===== src/rtl/bounce_pkg.sv =====
// rtl/bounce_pkg.sv - shared state encoding and LFSR constants for the bounce emulator
package bounce_pkg;

  typedef enum logic [1:0] {
    ST_IDLE   = 2'd0,
    ST_BOUNCE = 2'd1,
    ST_SETTLE = 2'd2
  } state_t;

  localparam logic [15:0] LFSR_SEED = 16'hACE1;
  // Fibonacci taps 16,14,13,11 as a mask over q[15:0]
  localparam logic [15:0] LFSR_TAPS = 16'hB400;

  localparam int unsigned TOG_W    = 5;
  localparam int unsigned SEG_W    = 4;
  localparam int unsigned SETTLE_W = 8;

  function automatic logic lfsr_feedback(input logic [15:0] q);
    return ^(q & LFSR_TAPS);
  endfunction

endpackage


===== src/rtl/bounce_lfsr.sv =====
// rtl/bounce_lfsr.sv - free-running 16-bit Fibonacci LFSR, one step per clock
module bounce_lfsr
  import bounce_pkg::*;
(
  input  logic        clk,
  input  logic        rst_n,
  output logic [15:0] q
);

  always_ff @(posedge clk) begin
    if (!rst_n) begin
      q <= LFSR_SEED;
    end else begin
      q <= {q[14:0], lfsr_feedback(q)};
    end
  end

endmodule


===== src/rtl/bounce_gen.sv =====
// rtl/bounce_gen.sv - switch contact bounce emulator; BOUNCE_LFSR_EN gives random 1..4 cycle segments
module bounce_gen
  import bounce_pkg::*;
#(
  parameter int unsigned N_BOUNCE   = 4,
  parameter int unsigned GLITCH_LEN = 2,
  parameter int unsigned SETTLE     = 3
) (
  input  logic clk,
  input  logic rst_n,
  input  logic clean_in,
  input  logic en,
  output logic noisy_out,
  output logic busy,
  output logic done
);

  localparam int unsigned TOGGLES = 2 * N_BOUNCE - 1;

  state_t              state, state_nxt;
  logic                noisy_nxt;
  logic                target, target_nxt;
  logic [SEG_W-1:0]    seg_cnt, seg_nxt;
  logic [SEG_W-1:0]    seg_len;
  logic [SEG_W-1:0]    new_len;
  logic                seg_start;
  logic [TOG_W-1:0]    tog_cnt, tog_nxt;
  logic [SETTLE_W-1:0] settle_cnt, settle_nxt;

`ifdef BOUNCE_LFSR_EN
  logic [15:0] lfsr_q;

  bounce_lfsr u_lfsr (
    .clk   (clk),
    .rst_n (rst_n),
    .q     (lfsr_q)
  );

  assign new_len = {2'b00, lfsr_q[1:0]} + 4'd1;
`else
  assign new_len = SEG_W'(GLITCH_LEN);
`endif

  // Segment length is captured at the start of each segment so it stays fixed while counting
  always_ff @(posedge clk) begin
    if (!rst_n) begin
      seg_len <= '0;
    end else if (seg_start) begin
      seg_len <= new_len;
    end
  end

  always_ff @(posedge clk) begin
    if (!rst_n) begin
      state      <= ST_IDLE;
      noisy_out  <= 1'b0;
      target     <= 1'b0;
      seg_cnt    <= '0;
      tog_cnt    <= '0;
      settle_cnt <= '0;
    end else begin
      state      <= state_nxt;
      noisy_out  <= noisy_nxt;
      target     <= target_nxt;
      seg_cnt    <= seg_nxt;
      tog_cnt    <= tog_nxt;
      settle_cnt <= settle_nxt;
    end
  end

  always_comb begin
    state_nxt  = state;
    noisy_nxt  = noisy_out;
    target_nxt = target;
    seg_nxt    = seg_cnt;
    tog_nxt    = tog_cnt;
    settle_nxt = settle_cnt;
    seg_start  = 1'b0;
    busy       = (state != ST_IDLE);
    done       = 1'b0;

    case (state)
      ST_IDLE: begin
        // Bypass and sequence start both land noisy_out on clean_in at the next edge
        noisy_nxt = clean_in;
        if (en && (clean_in != noisy_out)) begin
          target_nxt = clean_in;
          seg_nxt    = SEG_W'(1);
          tog_nxt    = TOG_W'(1);
          settle_nxt = '0;
          seg_start  = 1'b1;
          state_nxt  = (TOGGLES == 1) ? ST_SETTLE : ST_BOUNCE;
        end
      end

      ST_BOUNCE: begin
        if (seg_cnt >= seg_len) begin
          noisy_nxt = ~noisy_out;
          seg_nxt   = SEG_W'(1);
          tog_nxt   = tog_cnt + TOG_W'(1);
          seg_start = 1'b1;
          if ((tog_cnt + TOG_W'(1)) == TOG_W'(TOGGLES)) begin
            noisy_nxt  = target;
            settle_nxt = '0;
            state_nxt  = ST_SETTLE;
          end
        end else begin
          seg_nxt = seg_cnt + SEG_W'(1);
        end
      end

      ST_SETTLE: begin
        noisy_nxt = target;
        if (settle_cnt == SETTLE_W'(SETTLE)) begin
          done       = 1'b1;
          settle_nxt = '0;
          seg_nxt    = '0;
          tog_nxt    = '0;
          state_nxt  = ST_IDLE;
        end else begin
          settle_nxt = settle_cnt + SETTLE_W'(1);
        end
      end

      default: begin
        state_nxt = ST_IDLE;
      end
    endcase
  end

endmodule


===== config.mk =====
export PLATFORM = sky130hd
export DESIGN_NAME = bounce_gen
export DESIGN_NICKNAME = d
export VERILOG_FILES = /design/src/rtl/bounce_pkg.sv /design/src/rtl/bounce_lfsr.sv /design/src/rtl/bounce_gen.sv
export SDC_FILE = /design/constraint.sdc
export NUM_CORES = 1
export LEC_CHECK = 0
export ABC_AREA = 1
export CAP_MARGIN = 20
export CELL_PAD_IN_SITES_DETAIL_PLACEMENT = 2
export CELL_PAD_IN_SITES_GLOBAL_PLACEMENT = 2
export CORE_MARGIN = 2
export CORE_UTILIZATION = 35
export CTS_BUF_LIST = sky130_fd_sc_hd__clkbuf_2
export DETAILED_ROUTE_END_ITERATION = 10
export GPL_TIMING_DRIVEN = 0
export PLACE_DENSITY = 0.91
export SLEW_MARGIN = 10
export SYNTH_ARGS = -nofsm -noshare
export SYNTH_HDL_FRONTEND = slang
export SYNTH_HIERARCHICAL = 1
export SYNTH_SLANG_ARGS = --single-unit

===== constraint.sdc =====
create_clock -name clk -period 2.6 [get_ports clk]
set_clock_uncertainty 0.2 [all_clocks]
set_input_delay 0.26 -clock clk [delete_from_list [all_inputs] [get_ports clk]]
set_output_delay 0.26 -clock clk [all_outputs]
set_load 0.02 [all_outputs]

==> results of run 1 <==
worst paths after layout:
path	start	to	slack, ns
setup / recovery	state[0]$_SDFFE_PN0P_	done	0.16
hold / removal	rst_n	state[0]$_SDFFE_PN0P_	0.08
setup reg to reg	seg_cnt[1]$_SDFFE_PN0P_	settle_cnt[3]$_SDFFE_PN0P_	0.31
hold reg to reg	seg_cnt[3]$_SDFFE_PN0P_	seg_cnt[3]$_SDFFE_PN0P_	0.26
layout by cell type (no fill, tap or decap), types with 2 or more instances in the layout:
| cell type | n |
|---|---|
| o22ai_1 | 3 |
| ha_1 | 9 |
| clkbuf_2 | 3 |
| xor2_1 | 3 |
| nand2_2 | 2 |
| o21ai_0 | 6 |
| dfxtp_1 | 22 |
| nand4_1 | 5 |
| inv_1 | 30 |
| a21oi_1 | 15 |
| clkdlybuf4s50_1 | 5 |
| nor2_4 | 3 |
| clkinv_1 | 2 |
| nor3_1 | 2 |
| nand2_1 | 34 |
| nand3_1 | 14 |
| nor2_1 | 23 |
power by group through the flow:
| stage | Combinational (uW) | Clock [uW] | Sequential [uW] |
|---|---|---|---|
| floorplan | 468 | 0 | 456 |
| global placement | 601 | 0 | 461 |
| detailed placement | 658 | 0 | 471 |
| CTS | 672 | 148 | 466 |
| global route | 753 | 173 | 476 |
| finish | 663 | 145 | 465 |
area by class of cell:
type	instances	share of cell area
timing repair buffer	5	0.03419
multi-input combinational	131	0.5171
tap	48	0.04103
clock buffer	3	0.01026
inverter	32	0.08205
buffer	2	0.01197
sequential	22	0.3009
clock inverter	1	0.002564
worst max-delay path: cells and delay by family, from the launching register on:
kind                     cells  cell delay [ns]
flip-flops                   1             0.40
buffers and inverters        3             0.83
adder cells (fa/ha/maj)      1             0.28
AND/OR/NAND/NOR              1             0.13
registers in the layout (all words and copies together) (netlist names):
register	cells
seg_cnt	4
target	1
settle_cnt	8
seg_len	1
noisy_out	1
tog_cnt	5
state	2
cell families after synthesis:
logic type / count (synthesis) / share of synthesized area
adders and majority gates: 9 / 0.08435
AOI/OAI and AO/OA: 30 / 0.1340
and+or+nand+nor: 89 / 0.3290
DFF: 22 / 0.3299
xor gates and xnor gates: 3 / 0.01968
buffers and inverters: 34 / 0.1031
metrics by stage:
step / total power, uW / setup WS [ns] / util
2_1_floorplan: 924.1 / 0.7404 / -
6_report: 1273 / 0.1580 / 0.3999
3_3_place_gp: 1062 / 0.4903 / 0.3947
4_1_cts: 1286 / 0.1513 / 0.3999
5_1_grt: 1401 / 0.006222 / 0.3999
3_5_place_dp: 1128 / 0.3019 / 0.3947
per-layer routing:
metal / track usage / vias to the layer above / share of wire
li1: - / 619 / -
met1: 0.2426 / 585 / 0.44
met2: 0.3801 / 13 / 0.52
met3: 0.02740 / 8 / 0.016
met4: 0.07552 / 0 / 0.022
met5: 0 / - / 0
==> results.py, run 1 <==
metrics = {
    "yosys": {
        "yosys.cell_types.count": 30,
        "syn_area_um2": 1335,
        "syn_inst": 187,
        "ys_warn_count": 6,
        "synth_most_common_cell": "nand2_1",
        "synth_edf_count": 0,
        "synth_async_sr_flop_share": 0,
        "avgSynthCellArea_um2": 7.139,
        "yosys_register_bits": 22,
        "ys_top_cells_by_area": "dfxtp_1 33%, nand2_1 9.6%, ha_1 8.4%, inv_1 8.4%, nor2_1 6.5%",
        "synth_sequential_area_ratio": 0.3299,
        "syn-num-nets": 200,
        "synth_top_cell_area_share": 0.3299,
        "synth-main-ff-cell": "dfxtp_1",
        "synth_common_cells": "34 x nand2_1, 30 x inv_1, 23 x nor2_1, 22 x dfxtp_1, 15 x a21oi_1",
        "yosys.area.top_type": "dfxtp_1",
    },
    "critical_path": {
        "cp-start-kind": "flip-flop",
        "worstPathRequired_ns": 2.14,
        "arrival_ns": 1.98,
        "rr_worst_depth": 11,
        "slowest_stage": "clkdlybuf4s50_1",
        "crit_path_max_incr_delay_ns": 0.61,
        "critPathMaxFanout": 4,
        "crit_type": "reg -> out",
        "crit_chain": "inv_1 > ha_1 > inv_1 > nor2_1 > clkdlybuf4s50_1",
        "cpMostUsedCell": "inv_1",
        "crit_path_end_kind": "primary output",
    },
    "power": {
        "p_seq_frac": 0.365,
        "peakVddDrop_mv": 0.3666,
        "power.internal_uw": 651.4,
        "leakage_uw": 0.0005868,
        "power_switching_uw": 622.1,
        "switching_share": 0.4885,
        "p_comb_frac": 0.521,
        "p_per_area_nw_per_um2": 869.9,
        "pwr-share-clk": 0.114,
    },
    "floorplan": {
        "initial_core_util": 0.3647,
        "core_um2": 3661,
        "die_height_um": 65.76,
        "dieWidth_um": 65.76,
        "core.rowCount": 22,
        "ios": 7,
        "dieArea_um2": 4324,
    },
    "clock_network": {
        "root_buffer": "clkbuf_2",
        "htree_levels": 1,
        "cts.sinks": 22,
        "post_cts.repair.setup_buffers": 0,
        "clock_latency_ns": 0.35,
        "clock_path_buffers": 2,
        "cts_buffers": 3,
        "cts_tree": "built",
        "cts_hold_buffers": 0,
        "path_clk_slew_ns": 0.24,
        "cts_resized": 0,
    },
    "global_route": {
        "antenna_found_initial": 0,
        "grt.overflow.total": 0,
        "grt_pass1_vias": 1424,
        "grt_use_total": 0.2073,
        "grt_pass1_wl_um": 6851,
        "grt_max_degree": 13,
    },
    "drt": {
        "drt-initial-drc-count": 22,
        "avgViaCountPerCell": 5.020,
        "drtPass1Iterations": 3,
        "drtAntennaViolNets": 0,
        "routed-via-count": 1225,
        "wire_per_inst_um": 15.76,
        "drt-total-wl_um": 3846,
        "drc": 0,
    },
    "placed_design": {
        "gp_congestion": 0.8569,
        "dpl.cell_count": 240,
        "placed_cell_area_um2": 1445,
        "port_buffers": 5,
        "dp_hpwl_um": 3031,
    },
    "layout": {
        "design_area_um2": 1464,
        "area_growth_pct": 9.653,
        "antenna_cells": 0,
        "final_nets": 210,
        "seqCellArea_um2": 440.4,
        "fin_cells": 244,
        "multi_input_area_um2": 757.0,
        "num-fill-cells": 447,
        "drive_gt1_frac": 0.08163,
    },
    "status": {
        "outcome": "complete, no violations",
    },
    "sta": {
        "finalCritPeriodShare": 0.9392,
        "worst_hold_slack_ns": 0.07893,
        "fmax_mhz": 409.5,
        "slew_viol_final": 0,
        "min_period_ns": 2.442,
        "rsz0062_at_grt": "false",
        "relSlewSlack": 0.7096,
        "tightest_slew_ns": 0.4323,
        "setup_viol": 0,
        "hold_violations": 0,
        "setup-tns-final_ns": 0,
    },
    "job": {
        "cap_violations": 0,
    },
    "min_path": {
        "hold_class": "in -> reg",
        "hold_path_depth": 3,
    },
}
Power figures use the tool's default switching activity.
==> run 2: changes to the inputs <==
CTS_BUF_LIST = sky130_fd_sc_hd__clkbuf_4   (was sky130_fd_sc_hd__clkbuf_2)
SKIP_LAST_GASP = 1   (was default)
==> run 2 against run 1 <==
Worst hold slack better by 0.067 ns. Cell count did not move. Routed wire length is 1.7% lower. Total power grew 0.97%. Combinational power decreased by 0.8%. Via count is 0.73% lower. Flip-flop and latch count unchanged. Clock power grew 13%. Sequential share of layout area decreased by 0.15 points. Largest power group unchanged. Highest routed layer unchanged.
==> results.py, run 2 (synthesis gave the netlist of run 1 again) <==
metrics = {
    "status": {
        "outcome": "complete, no violations",
    },
    "drt": {
        "drc": 0,
        "drtPass1Iterations": 4,
        "avgViaCountPerCell": 4.984,
        "drt-initial-drc-count": 30,
        "routed-via-count": 1216,
        "drtAntennaViolNets": 0,
        "drt-total-wl_um": 3780,
        "wire_per_inst_um": 15.49,
    },
    "min_path": {
        "worstHoldStart": "rst_n",
        "hold_class": "in -> reg",
        "hold_path_depth": 3,
        "worstHoldEndpoint": "state[0]$_SDFFE_PN0P_",
    },
    "sta": {
        "slew_viol_final": 0,
        "rsz0062_at_grt": "false",
        "tightest_slew_ns": 0.4287,
        "hold_violations": 0,
        "relSlewSlack": 0.7120,
        "min_period_ns": 2.342,
        "finalCritPeriodShare": 0.9008,
        "fmax_mhz": 427.0,
        "worst_slack_ns": 0.2578,
        "setup_viol": 0,
        "setup-tns-final_ns": 0,
    },
    "clock_network": {
        "clock_path_buffers": 2,
        "cts_hold_buffers": 0,
        "post_cts.repair.setup_buffers": 0,
        "htree_levels": 1,
        "cts.sinks": 22,
        "root_buffer": "clkbuf_4",
        "cts_tree": "built",
        "cts_buffers": 3,
        "path_clk_slew_ns": 0.13,
        "cts_resized": 0,
        "clock_latency_ns": 0.31,
    },
    "job": {
        "cap_violations": 0,
    },
    "critical_path": {
        "r2r_slack_ns": 0.38,
        "crit_path_end_kind": "primary output",
        "critPathMaxFanout": 4,
        "cpMostUsedCell": "inv_1",
        "crit_type": "reg -> out",
        "rr_startpoint": "seg_cnt[1]$_SDFFE_PN0P_",
        "r2r_end": "settle_cnt[3]$_SDFFE_PN0P_",
        "crit_path_max_incr_delay_ns": 0.61,
        "cp_top_family": "buffers and inverters",
        "crit_chain": "inv_1 > ha_1 > inv_1 > nor2_1 > clkdlybuf4s50_1",
        "crit_buf_inv": 3,
        "worstPathRequired_ns": 2.14,
        "arrival_ns": 1.88,
        "slowest_stage": "clkdlybuf4s50_1",
        "rr_worst_depth": 11,
        "cp-start-kind": "flip-flop",
    },
    "placed_design": {
        "placed_cell_area_um2": 1445,
        "place_ws_ns": 0.3019,
        "dp_hpwl_um": 3031,
        "gp_congestion": 0.8569,
        "port_buffers": 5,
    },
    "layout": {
        "multi_input_area_um2": 757.0,
        "seqCellArea_um2": 440.4,
        "top_register": "settle_cnt",
        "design_area_um2": 1471,
        "top_regs": "settle_cnt (8), tog_cnt (5), seg_cnt (4)",
        "num-fill-cells": 452,
        "largest_register_ffs": 8,
        "area_growth_pct": 10.22,
        "final_common_cell": "nand2_1",
        "antenna_cells": 0,
        "final_cell_mix": "34 x nand2_1, 30 x inv_1, 23 x nor2_1, 22 x dfxtp_1, 15 x a21oi_1",
        "drive_gt1_frac": 0.08163,
        "final_nets": 210,
    },
    "global_route": {
        "grt_use_total": 0.2027,
        "grt_pass1_wl_um": 6755,
        "met3_usage": 0.02397,
        "use_met1": 0.2419,
        "grt.overflow.total": 0,
        "grt_max_degree": 13,
        "antenna_found_initial": 0,
        "top_usage_layer": "met2",
        "grt_pass1_vias": 1412,
        "grt_util_met2": 0.3763,
    },
    "floorplan": {
        "dieWidth_um": 65.76,
        "core.rowCount": 22,
        "initial_core_util": 0.3647,
        "core_um2": 3661,
        "ios": 7,
        "die_height_um": 65.76,
        "dieArea_um2": 4324,
    },
    "power": {
        "p_per_area_nw_per_um2": 873.9,
        "peakVddDrop_mv": 0.3818,
        "leakage_uw": 0.0005881,
    },
}
run 2: cell count changes in the layout (fill, tap and decap cells not counted):
cell,previous run,this run
clkbuf_4,0,3
clkbuf_2,3,0
run 2: cell type report:
type / instances / share of cell area
multi-input cells: 131 / 0.5145
flip-flops and latches: 22 / 0.2993
inverters: 32 / 0.08163
well taps: 48 / 0.04082
repair buffers: 5 / 0.03401
clock buffers: 3 / 0.01531
plain buffers: 2 / 0.01190
clock inverters: 1 / 0.002551
run 2: worst register-to-register path: cells and delay by family (launching register included):
family                     cells  cell delay (ns)
buffers and inverters          2             0.11
DFF                            1             0.39
adders and majority gates      1             0.28
AOI/OAI and AO/OA              1             0.13
and+or+nand+nor                7             1.06
run 2: report_power, final:
group | switching (uW) | total [uW] | internal (uW)
logic | 437 | 658 | 221
clock network | 108 | 164 | 56.0
registers | 68.2 | 464 | 396
run 2: through the flow:
stage	hold WS [ns]	power, uW	util	cells
final	0.1459	1286	0.4019	244
after global routing	0.1482	1414	0.4019	244
after CTS	0.1418	1305	0.4019	244
after detailed placement	0.2334	1128	0.3947	240
after global placement	0.2312	1062	0.3947	240
after floorplan	0.2084	924.1	-	187
run 2: layer usage:
layer	vias up	routed length [um]
met1	588	1674
li1	617	-
met4	0	44
met3	4	44
met5	-	0
met2	7	2016
run 2: worst max path at each step:
stage	start	endpoint	slack, ns	cells after the start
CTS	state[0]$_SDFFE_PN0P_	done	0.23	5
detailed placement	clean_in	seg_cnt[2]$_SDFFE_PN0P_	0.30	11
global placement	clean_in	seg_cnt[2]$_SDFFE_PN0P_	0.49	10
finish	state[0]$_SDFFE_PN0P_	done	0.26	5
floorplan	seg_cnt[1]$_SDFFE_PN0P_	settle_cnt[3]$_SDFFE_PN0P_	0.74	11
global route	state[0]$_SDFFE_PN0P_	done	0.11	5
==> run 3: changes to the inputs <==
ABC_CLOCK_PERIOD_IN_PS = 2600   (was default)
==> results of run 3 <==
The final DEF is identical to that of run 2; final timing and power are the same.
==> patch 1: new RTL, settings of run 2 <==
Put one more register stage on the output `noisy_out`, cleared by the reset. The value now appears one clock later. The other outputs are not delayed to match.
--- a/src/rtl/bounce_gen.sv
+++ b/src/rtl/bounce_gen.sv
@@ -16,6 +16,8 @@
 );
 
   localparam int unsigned TOGGLES = 2 * N_BOUNCE - 1;
+
+  logic noisy_s0;
 
   state_t              state, state_nxt;
   logic                noisy_nxt;
@@ -53,14 +55,14 @@
   always_ff @(posedge clk) begin
     if (!rst_n) begin
       state      <= ST_IDLE;
-      noisy_out  <= 1'b0;
+      noisy_s0   <= 1'b0;
       target     <= 1'b0;
       seg_cnt    <= '0;
       tog_cnt    <= '0;
       settle_cnt <= '0;
     end else begin
       state      <= state_nxt;
-      noisy_out  <= noisy_nxt;
+      noisy_s0   <= noisy_nxt;
       target     <= target_nxt;
       seg_cnt    <= seg_nxt;
       tog_cnt    <= tog_nxt;
@@ -70,7 +72,7 @@
 
   always_comb begin
     state_nxt  = state;
-    noisy_nxt  = noisy_out;
+    noisy_nxt  = noisy_s0;
     target_nxt = target;
     seg_nxt    = seg_cnt;
     tog_nxt    = tog_cnt;
@@ -83,7 +85,7 @@
       ST_IDLE: begin
         // Bypass and sequence start both land noisy_out on clean_in at the next edge
         noisy_nxt = clean_in;
-        if (en && (clean_in != noisy_out)) begin
+        if (en && (clean_in != noisy_s0)) begin
           target_nxt = clean_in;
           seg_nxt    = SEG_W'(1);
           tog_nxt    = TOG_W'(1);
@@ -95,7 +97,7 @@
 
       ST_BOUNCE: begin
         if (seg_cnt >= seg_len) begin
-          noisy_nxt = ~noisy_out;
+          noisy_nxt = ~noisy_s0;
           seg_nxt   = SEG_W'(1);
           tog_nxt   = tog_cnt + TOG_W'(1);
           seg_start = 1'b1;
@@ -128,5 +130,13 @@
     endcase
   end
 
+  always_ff @(posedge clk) begin
+    if (!rst_n) begin
+      noisy_out <= '0;
+    end else begin
+      noisy_out <= noisy_s0;
+    end
+  end
+
 endmodule
 
Function: changed (a bounded check fails within 4 cycles, from zero or initial values and one cycle with rst_n low).
==> patch 1 against run 2 <==
Power rose by 8.9%. Sequential share of layout area fell by 1.4 points. Highest routed layer unchanged. Global-route usage rose by 0.30 points. Via count rose by 17%. Routed wire length rose by 16%. Sequential cell count rose by 1. Cell area rose by 9.9%. Setup slack improved by 0.020 ns. Largest cell class unchanged. Sequential power rose by 0.9%. Synthesized cell count rose by 15%. Utilization fell by 0.067 points. Area after synthesis rose by 10%.
==> patch 1: results (changes against run 2) <==
crit_arrival_ns: 1.86  # -0.02 ns
routabilityCongestion: 0.767  # -10%
m1WireLength_um: 2030  # +21%
met1_usage_pct: 25.5  # +1.3 points
max_stage_delay_ns: 0.44  # -0.17 ns
wl_per_cell_um: 16.0  # +3.0%
fin_ws_ns: 0.278  # +0.0203 ns
synth_compound_area_share_pct: 10.5  # -3.0 points
grt_use_met2_pct: 37.5  # -0.13 points
syn_inst: 215  # +15%
status: "completed"
grt_use_total_pct: 20.6  # +0.30 points
place_ws_ns: 0.176  # -0.126 ns
critPathLaunch: "settle_cnt[0]"
leakage_nw: 0.657  # +12%
cpLargestDelayFamily: "flip-flops"
timing.hold.ws_ns: 0.0334  # -0.113 ns
clk_latency_ns: 0.34  # +0.03 ns
met3_usage_pct: 1.95  # -0.45 points
fin_nets: 238  # +13%
drtIter0Drc: 43  # +43%
place_area_um2: 1590  # +9.7%
rrSetupSlack_ns: 0.47  # +0.09 ns
rr_worst_depth: 8  # -3
routed-wl-met2_um: 2230  # +11%
maxSlewHeadroom_pct: 62.4  # -8.8 points
p_sw_share_pct: 49.3  # +1.6 points
hpwlAfterDp_um: 3390  # +12%
clk_pin_slew_worst_paths_ns: 0.15  # +0.02 ns
r2r-start: "state[1]"
path_max_fanout: 7  # +3
peakVddDrop_v: 0.000492  # +29%
r2r-end: "settle_cnt[6]"
yosys.area_share.adder_pct: 7.65  # -0.79 points
ys_top_cells_by_count: "nand2_1 (55), inv_1 (28), dfxtp_1 (23)"
drive_gt1_share_pct: 12.5  # +4.3 points
critical-path-slowest-cell: "dfxtp_2"
seq_area_frac_synth_pct: 31.3  # -1.7 points
grt_pass1_wl_um: 7060  # +4.5%
synth_nets: 228  # +14%
==> patch 1: changes by cell type after synthesis, moves of 2 or more <==
cell and delta:
o21ai_1 +2, nor2_1 -3, nand2_2 +3, o22ai_1 -3
inv_1 -2, nor3_1 +3, nand2_1 +21
==> patch 1: worst register-to-register path: stages (launching register included) <==
cell     delay (ns)
dfxtp_1        0.43
inv_1          0.08
ha_1           0.30
nand4_2        0.19
nand2_1        0.16
nor2_4         0.27
nand2_2        0.21
nand2_1        0.10
a21oi_1        0.05
==> patch 1: layout make-up <==
| type | count | area [µm²] |
|---|---|---|
| fill | 495 | 2410 |
| multi-input combinational | 157 | 873 |
| sequential | 23 | 462 |
| inverter | 32 | 123 |
| tap | 50 | 62.6 |
| timing repair buffer | 5 | 48.8 |
| clock buffer | 3 | 22.5 |
| buffer | 3 | 20.0 |
| clock inverter | 1 | 5.00 |
==> patch 1: repair_timing <==
| action | CTS | global route |
|---|---|---|
| resized for setup | 4 | 0 |
| setup endpoints to repair | 1 | 0 |
| hold buffers | 0 | 0 |
==> patch 2: new RTL, settings of run 2 <==
Without the edit above. The package constant `TOG_W` goes from 5 to 10.
--- a/src/rtl/bounce_pkg.sv
+++ b/src/rtl/bounce_pkg.sv
@@ -11,7 +11,7 @@
   // Fibonacci taps 16,14,13,11 as a mask over q[15:0]
   localparam logic [15:0] LFSR_TAPS = 16'hB400;
 
-  localparam int unsigned TOG_W    = 5;
+  localparam int unsigned TOG_W    = 10;
   localparam int unsigned SEG_W    = 4;
   localparam int unsigned SETTLE_W = 8;
 
Behaviour: no difference found for any inputs over 10 cycles, from zero or initial values and one cycle with rst_n low; that may be too few to reach the edited logic, so the function may still have changed.
==> patch 2 against run 2 <==
Area after synthesis is 24% higher. Routed wire length increased by 23%. First-iteration DRC count rose by 37%. Cell area up 23%. Combinational power up 6.1%. Power is 12% higher. Utilization is 1.0 points lower. Setup slack worse by 0.080 ns. Sequential cell count grew 5. Critical path type is now flip-flop to flip-flop. Largest cell class unchanged.
==> patch 2: results (changes against run 2) <==
worst_slew_pin_slew_ns: 0.553  # +0.124 ns
antenna_found_initial: 0  # unchanged
place_inst: 312  # +30%
synth_cell_type_count: 30  # unchanged
finalWirelength_um: 4650  # +23%
peakVddDrop_v: 0.000447  # +17%
io_buffers: 6  # +1
routabilityCongestion: 0.774  # -9.7%
reg_top3: "tog_cnt (10), settle_cnt (8), seg_cnt (4)"
yosysWarnings: 6  # unchanged
cts_root_buf: "clkbuf_4"
crit_arrival_ns: 2.47  # +0.59 ns
fin_nets: 276  # +31%
drive_gt1_share_pct: 8.78  # +0.62 points
syn_avg_cell_area_um2: 6.57  # -7.9%
synthArstFlopShare_pct: 0  # unchanged
path_max_fanout: 10  # +6
post_cts_resized: 0  # unchanged
grt_pass1_wl_um: 8110  # +20%
internal_power_mw: 0.770  # +14%
fill_cells: 591  # +31%
clockBufferDepth: 2  # unchanged
seq_area_frac_synth_pct: 32.6  # -0.36 points
wl_per_cell_um: 14.7  # -5.0%
status: "completed"
antenna-diode-count: 0  # unchanged
synthTopCellsByArea: "dfxtp_1 (33%), nand2_1 (17%), ha_1 (6.8%)"
viasPerCell: 5.22  # +4.8%
grt_pass1_vias: 1730  # +23%
hpwlAfterDp_um: 3750  # +24%
place_ws_ns: 0.163  # -0.139 ns
leakage_nw: 0.692  # +18%
post-cts-setup-buffer-count: 0  # unchanged
grt_use_total_pct: 19.5  # -0.79 points
cts_made_buffers: 3  # unchanged
grt_start_max_net_pins: 15  # +2
clk_pin_slew_worst_paths_ns: 0.15  # +0.02 ns
clk_latency_ns: 0.35  # +0.04 ns
ys_top_cells_by_count: "nand2_1 (74), nor2_1 (29), inv_1 (28)"
synth_nets: 265  # +33%
hold_path.class: "flip-flop to flip-flop"
drt-pass1-iter-count: 4  # unchanged
drtIter0Drc: 41  # +37%
htree_levels: 1  # unchanged
-- patch 2: cell count changes in the layout (fill, tap and decap cells not counted), moves of 2 or more --
cell      before  now
nand2_1       34   74
a21oi_1       15   21
nor2_1        23   29
dfxtp_1       22   27
nor2_2         1    5
a211oi_1       0    3
o21ai_0        6    9
o22ai_1        3    0
a31oi_1        0    2
buf_2          0    2
inv_1         30   28
inv_2          1    3
nor2_4         3    1
-- patch 2: through the flow --
| step | hold slack [ns] | area, µm² |
|---|---|---|
| 2_1_floorplan | 0.185 | 1660 |
| 3_3_place_gp | 0.239 | 1780 |
| 3_5_place_dp | 0.266 | 1780 |
| 4_1_cts | 0.289 | 1810 |
| 5_1_grt | 0.306 | 1810 |
| 6_report | 0.292 | 1810 |
-- patch 2: final timing paths --
check | start | endpoint | cells past startpoint
max reg2reg | state[1] | settle_cnt[0] | 12
min | seg_cnt[3] | seg_cnt[3] | 2
max | state[1] | settle_cnt[0] | 12
min reg2reg | seg_cnt[3] | seg_cnt[3] | 2
-- patch 2: critical path, cell delays in order, from the launching register on --
cell	delay, ns
dfxtp_1	0.39
inv_1	0.08
ha_1	0.18
buf_2	0.18
inv_1	0.12
nor2_1	0.09
or2_2	0.32
a21oi_2	0.24
nand2_8	0.12
inv_6	0.10
nand2_1	0.06
nand2_1	0.16
a21oi_1	0.08
-- patch 2: power groups by stage --
stage / Sequential [mW] / Clock, mW / Combinational (mW)
4_1_cts: 0.535 / 0.221 / 0.713
3_3_place_gp: 0.541 / 0 / 0.662
5_1_grt: 0.542 / 0.231 / 0.791
6_report: 0.534 / 0.211 / 0.698
3_5_place_dp: 0.545 / 0 / 0.710
2_1_floorplan: 0.535 / 0 / 0.498
-- patch 2: metal layers --
metal | vias up | GRT usage, % | part of all wire (%)
met4 | 0 | 6.58 | 1.7
met1 | 801 | 23.9 | 45
li1 | 825 | - | -
met5 | - | 0 | 0
met2 | 18 | 35.1 | 51
met3 | 7 | 2.21 | 1.8
-- patch 2: kinds of logic after synthesis --
kind of cell,synth area share [%]
flops,32.6
compound gates,12.8
simple gates,37.1
buf+inv,8.61
fa+ha+maj,6.80
xor+xnor,2.12
-- patch 2: layout make-up --
cell class	count	area, µm²	area share [%]
Multi-Input combinational cell	189	973	53.7
Tap cell	54	67.6	3.72
Sequential cell	27	541	29.8
Timing Repair Buffer	6	60.1	3.31
Clock buffer	4	30.0	1.66
Inverter	33	129	7.10
Buffer	3	13.8	0.759
